### src/rtl/boot_loader.sv
// boot_loader: serial program loader that holds the CPU in reset and writes framed words to program memory
module boot_loader #(
  parameter int ADDR_W  = 10,
  parameter int TIMEOUT = 2700000
) (
  input  logic              clk,
  input  logic              rst_n,
  input  logic              boot_mode,
  input  logic              rx_valid,
  input  logic [7:0]        rx_data,
  input  logic [ADDR_W:0]   cpu_pc,
  output logic              cpu_rst_n,
  output logic [15:0]       cpu_dout,
  output logic [ADDR_W-1:0] mem_addr,
  output logic              mem_we,
  output logic [15:0]       mem_wdata,
  input  logic [15:0]       mem_rdata,
  output logic              busy,
  output logic              done,
  output logic              err
);
  localparam logic [3:0] IDLE = 4'd0, RUN = 4'd1, HDR = 4'd2, LEN = 4'd3, LO = 4'd4,
                         HI = 4'd5, CSUM = 4'd6, DONE = 4'd7, ERR = 4'd8;
  localparam int IW = $clog2(TIMEOUT + 1);
  logic [3:0]        state, next;
  logic [8:0]        cnt;
  logic [ADDR_W-1:0] ptr;
  logic [7:0]        sum, lo;
  logic [15:0]       wdata;
  logic [IW-1:0]     idle;
  logic              loading, tout, is_hdr, pc_unused;
  assign loading   = state >= LEN && state <= CSUM;
  assign tout      = loading && !rx_valid && idle == IW'(TIMEOUT - 1);
  assign is_hdr    = rx_valid && rx_data == 8'hA5;
  assign pc_unused = cpu_pc[0];
  assign cpu_dout  = mem_rdata;
  assign mem_wdata = wdata;
  // the write cycle may land in the state after HI, so it keeps the pointer on the bus
  assign mem_addr  = (loading || mem_we) ? ptr : cpu_pc[ADDR_W:1];
  // next-state: aborts (boot_mode drop, byte timeout) take priority over byte handling
  always_comb begin
    next = state;
    if (loading && (!boot_mode || tout))
      next = ERR;
    else
      case (state)
        IDLE:    next = boot_mode ? HDR : RUN;
        RUN:     next = boot_mode ? HDR : RUN;
        HDR:     next = !boot_mode ? RUN : is_hdr ? LEN : HDR;
        LEN:     next = rx_valid ? LO : LEN;
        LO:      next = rx_valid ? HI : LO;
        HI:      next = !rx_valid ? HI : cnt == 9'd1 ? CSUM : LO;
        CSUM:    next = !rx_valid ? CSUM : rx_data == sum ? DONE : ERR;
        DONE:    next = boot_mode ? DONE : RUN;
        ERR:     next = (is_hdr && boot_mode) ? LEN : ERR;
        default: next = IDLE;
      endcase
  end
  // state, registered status outputs and load datapath
  always_ff @(posedge clk or negedge rst_n) begin
    if (!rst_n) begin
      state     <= IDLE;
      cpu_rst_n <= 1'b0;
      mem_we    <= 1'b0;
      busy      <= 1'b0;
      done      <= 1'b0;
      err       <= 1'b0;
      ptr       <= '0;
      sum       <= '0;
      idle      <= '0;
      cnt       <= '0;
      lo        <= '0;
      wdata     <= '0;
    end else begin
      state     <= next;
      cpu_rst_n <= next == RUN;
      busy      <= next >= HDR && next <= CSUM;
      done      <= next == DONE ? 1'b1 : next == LEN ? 1'b0 : done;
      err       <= next == ERR ? 1'b1 : next == LEN ? 1'b0 : err;
      mem_we    <= state == HI && rx_valid && next != ERR;
      idle      <= (loading && !rx_valid) ? idle + IW'(1) : '0;
      if (mem_we) ptr <= ptr + ADDR_W'(1);
      if (state == LEN && rx_valid) begin
        cnt <= rx_data == 8'd0 ? 9'd256 : {1'b0, rx_data};
        ptr <= '0;
        sum <= '0;
      end
      if ((state == LO || state == HI) && rx_valid) sum <= sum + rx_data;
      if (state == LO && rx_valid) lo <= rx_data;
      if (state == HI && rx_valid) begin
        wdata <= {rx_data, lo};
        cnt   <= cnt - 9'd1;
      end
    end
  end
endmodule

### config.mk
export PLATFORM = sky130hd
export DESIGN_NAME = boot_loader
export DESIGN_NICKNAME = d
export VERILOG_FILES = /design/src/rtl/boot_loader.sv
export SDC_FILE = /design/constraint.sdc
export NUM_CORES = 1
export LEC_CHECK = 0
export ABC_AREA = 1
export BUFFER_PORTS_ARGS = -buffer_cell sky130_fd_sc_hd__buf_2
export CAP_MARGIN = 20
export CORE_AREA = 2 2 96 107
export CTS_BUF_LIST = sky130_fd_sc_hd__clkbuf_8 sky130_fd_sc_hd__clkbuf_16
export CTS_CLUSTER_SIZE = 8
export DETAILED_ROUTE_END_ITERATION = 8
export DIE_AREA = 0 0 98 109
export GPL_ROUTABILITY_DRIVEN = 0
export GPL_TIMING_DRIVEN = 0
export PLACE_DENSITY = 0.8
export SLEW_MARGIN = 30
export SYNTH_ARGS = -nofsm -noshare
export SYNTH_HDL_FRONTEND = slang
export SYNTH_SLANG_ARGS = --single-unit
### constraint.sdc
create_clock -name clk -period 5.1 [get_ports clk]
set_input_delay 0.255 -clock clk [delete_from_list [all_inputs] [get_ports clk]]
set_output_delay 0.255 -clock clk [all_outputs]
set_load 0.01 [all_outputs]
==> metrics.cfg <==
[outcome]
outcome = complete, no violations

[yosys]
yosys.area_share.xor_xnor = 0.02063
largest_family_of_logic_cells_by_synthesized_area = simple AND/OR/NAND/NOR gates
synth_adder_area_share = 0.03376
synth-warning-count = 0
synth.cell_area_um2 = 4669
syn_nets = 675
yosys_register_bits = 82
simple_gate_area_share_of_the_yosys_netlist = 0.2883
synthMuxAreaShare = 0
synth.yosys.seq_area_share = 0.4394
post_synth.cell_area_avg_um2 = 7.483
synth.lib_cells_used.distinct = 35
synth_compound_area_frac = 0.1072
netlist_instances = 624

[run]
max-cap-violations = 0

[die]
die_span_y_um = 109
dieArea_um2 = 10680
row_count = 38
dieWidth_um = 98
coreArea_um2 = 9652
io_pins = 86
initial_cell_density_of_the_core = 0.4838

[pwr]
power.share.combinational = 0.391
worst_ir_drop_on_vdd_uv = 180.3
internal_power_mw = 1.533
switching_share = 0.3925
power.share.sequential = 0.376
power_leakage_nw = 2.782
power_switching_mw = 0.9904
p_clk_frac = 0.233
p_per_area_nw_per_um2 = 463.1
power.total_mw = 2.523

[final_layout]
most_common_cell_after_layout_fill_and_taps_aside = sky130_fd_sc_hd__nand2_1
fillers = 874
antenna-diode-count = 0
finalCoreUtilization = 0.5646
post_route_cells_drive_above_1_share = 0.1763
area_growth_pct = 16.69
area_of_the_multi_input_gates_um2 = 2101
final_cell_area_um2 = 5449
final_cell_mix = sky130_fd_sc_hd__nand2_1, sky130_fd_sc_hd__inv_1, sky130_fd_sc_hd__dfrtp_1
nets = 755
stdcell_count = 829
ff_latch_area_um2 = 2052

[timing]
finalClockSkew_ps = 9.156
timing.setup.tns_ps = 0
worst_pin_slew_ps = 560.2
slew_headroom = 0.6265
hold_viol_final = 0
final.min_clock_period_ps = 2288
postLayoutSetupSlackWorst_ps = 2812
layout_worst_path_cycle_share = 0.4486
timing.final.setup_violations = 0
whs_ps = 184.5
max_freq_mhz = 437.1
maxSlewViolCount = 0
rsz_0062_raised_after_global_routing = no

[routing]
route.detailed.drc = 0
drtAntennaViolNets = 0
wl_per_cell_um = 13.32
drt-met1-wl_mm = 4.628
viasPerCell = 5.215
top_layer = met4
wl_met2_mm = 5.488
routed-wl-met3_um = 683
num_vias = 4323
drt_first_pass_iters = 5
routed_wl_mm = 11.04
drtIter0Drc = 259

[setup_path]
critPathSlowestCell = sky130_fd_sc_hd__dfrtp_1
timing.critical_path.required_ps = 4850
worst-endpoint-arrival_ps = 2030
worstSetupPathType = flip-flop to output port
crit_top_cell = sky130_fd_sc_hd__nand2_1
critical-path-max-stage-delay_ps = 410
worst-path-max-fanout = 10
startpoint_type = flip-flop
worst_setup_path_end_kind = output port
worstPathCellList = nor2_1 > nand2_1 > nand2_1 > inv_2 > nand2_1 > buf_2 > nor2_1 > a21oi_1 > buf_2

[global_routing]
grt_usage = 0.2194
grt_pass1_wl_mm = 18.82
antenna_found_initial = 0
gr-total-overflow = 0
grt_max_degree = 66
number_of_global_route_vias_before_repair = 4142

[place]
io_buffer_count = 67
dpl_worst_slack_ps = 3149
place.detailed.hpwl_mm = 8.132
place_inst = 812
place_area_um2 = 5189

[clocking]
cts_inserted_buffers = 9
clk_transition_reported_paths_ps = 90
cts.repair_timing.setup_buffer_count = 0
cts_root_buffer = sky130_fd_sc_hd__clkbuf_8
cts_tree = built
clock_tree.buffer_depth = 2
worstSkewPairLatency_ps = 370
tritoncts_num_sinks = 82
clock_tree.htree_level_count = 3

[hold_path]
min_path_type = primary input to flip-flop

==> layout make-up <==
type,count,area share
multi-input combinational,425,0.3855
inverter,89,0.06131
timing repair buffer,69,0.06958
tap,120,0.02755
clock inverter,7,0.02319
sequential,82,0.3766
buffer,28,0.03352
clock buffer,9,0.02273
==> power groups by stage <==
stage          registers [mW]  logic [mW]  clock network, mW
2_1_floorplan           0.969       0.657                  0
3_3_place_gp            0.952       0.940                  0
3_5_place_dp            0.961       0.977                  0
4_1_cts                 0.950       0.989              0.597
5_1_grt                 0.974        1.13              0.625
6_report                0.949       0.988              0.587
==> repair_timing <==
item	in CTS	in global routing
hold buffers	1	0
resized for setup	0	0
endpoints found under the hold margin	17	0
==> metal layers <==
| layer | track usage | up-vias |
|---|---|---|
| li1 | - | 2152 |
| met1 | 0.2653 | 1996 |
| met2 | 0.3752 | 152 |
| met3 | 0.05769 | 23 |
| met4 | 0.08829 | 0 |
| met5 | 0 | - |
==> flip-flops by register name (all words and copies together) (netlist names) <==
| signal | flops |
|---|---|
| idle | 22 |
| lo | 8 |
| mem_wdata | 16 |
| err | 1 |
| cpu_rst_n | 1 |
| busy | 1 |
| cnt | 9 |
| state | 4 |
| sum | 8 |
| mem_we | 1 |
| done | 1 |
| ptr | 10 |
==> kinds of logic after synthesis <==
family | count (synthesis)
simple gates | 310
compound gates | 92
xor+xnor | 11
buf+inv | 117
fa+ha+maj | 12
flops | 82
==> critical path, delay by kind of cell, from the launching register on <==
kind,cells,cell delay [ps]
compound gates,1,150
simple gates,5,650
flops,1,410
buf+inv,3,450
==> synthesized netlist by cell type <==
| library cell | number | area (µm²) |
|---|---|---|
| sky130_fd_sc_hd__nand2_1 | 156 | 585.6 |
| sky130_fd_sc_hd__inv_1 | 85 | 319.1 |
| sky130_fd_sc_hd__dfrtp_1 | 82 | 2052 |
| sky130_fd_sc_hd__nor2_1 | 70 | 262.8 |
| sky130_fd_sc_hd__o21ai_0 | 41 | 205.2 |
| sky130_fd_sc_hd__nand3_1 | 38 | 190.2 |
| sky130_fd_sc_hd__a21oi_1 | 34 | 170.2 |
| sky130_fd_sc_hd__buf_4 | 17 | 127.6 |
| sky130_fd_sc_hd__nor3_1 | 17 | 85.08 |
| sky130_fd_sc_hd__ha_1 | 11 | 137.6 |
| sky130_fd_sc_hd__nand4_1 | 10 | 62.56 |
| sky130_fd_sc_hd__xor2_1 | 10 | 87.58 |
| sky130_fd_sc_hd__buf_2 | 5 | 25.02 |
| sky130_fd_sc_hd__clkbuf_1 | 5 | 18.77 |
| sky130_fd_sc_hd__nor4_1 | 5 | 31.28 |
| sky130_fd_sc_hd__inv_2 | 4 | 15.01 |
| sky130_fd_sc_hd__nor3_2 | 4 | 40.04 |
| sky130_fd_sc_hd__o211ai_1 | 4 | 30.03 |
| sky130_fd_sc_hd__a31oi_1 | 3 | 18.77 |
| sky130_fd_sc_hd__nor2_4 | 3 | 33.78 |
| sky130_fd_sc_hd__nand2_2 | 2 | 12.51 |
| sky130_fd_sc_hd__nor2_2 | 2 | 12.51 |
| sky130_fd_sc_hd__o21a_1 | 2 | 15.01 |
| sky130_fd_sc_hd__o221ai_1 | 2 | 17.52 |
| sky130_fd_sc_hd__o22ai_1 | 2 | 12.51 |
| sky130_fd_sc_hd__a211oi_1 | 1 | 7.510 |
| sky130_fd_sc_hd__a22oi_1 | 1 | 7.510 |
| sky130_fd_sc_hd__a31o_2 | 1 | 8.760 |
| sky130_fd_sc_hd__buf_6 | 1 | 11.26 |
| sky130_fd_sc_hd__fa_1 | 1 | 20.02 |
| sky130_fd_sc_hd__nand3_2 | 1 | 10.01 |
| sky130_fd_sc_hd__nor3b_1 | 1 | 7.510 |
| sky130_fd_sc_hd__nor4_2 | 1 | 12.51 |
| sky130_fd_sc_hd__o31ai_1 | 1 | 7.510 |
| sky130_fd_sc_hd__xnor2_1 | 1 | 8.760 |
==> worst paths after layout <==
| kind | cells past startpoint | slack, ps | end | from |
|---|---|---|---|---|
| min in group asynchronous | 2 | 290 | mem_wdata[15] | rst_n |
| hold reg to reg | 1 | 470 | idle[21] | idle[21] |
| hold / removal | 3 | 180 | lo[2] | rx_data[2] |
| setup reg to reg | 9 | 3140 | sum[6] | sum[0] |
| setup / recovery | 9 | 2810 | mem_addr[2] | state[3] |
| max in group asynchronous | 3 | 4270 | cpu_rst_n | rst_n |
Note: power is estimated with default switching activity, not from simulation.
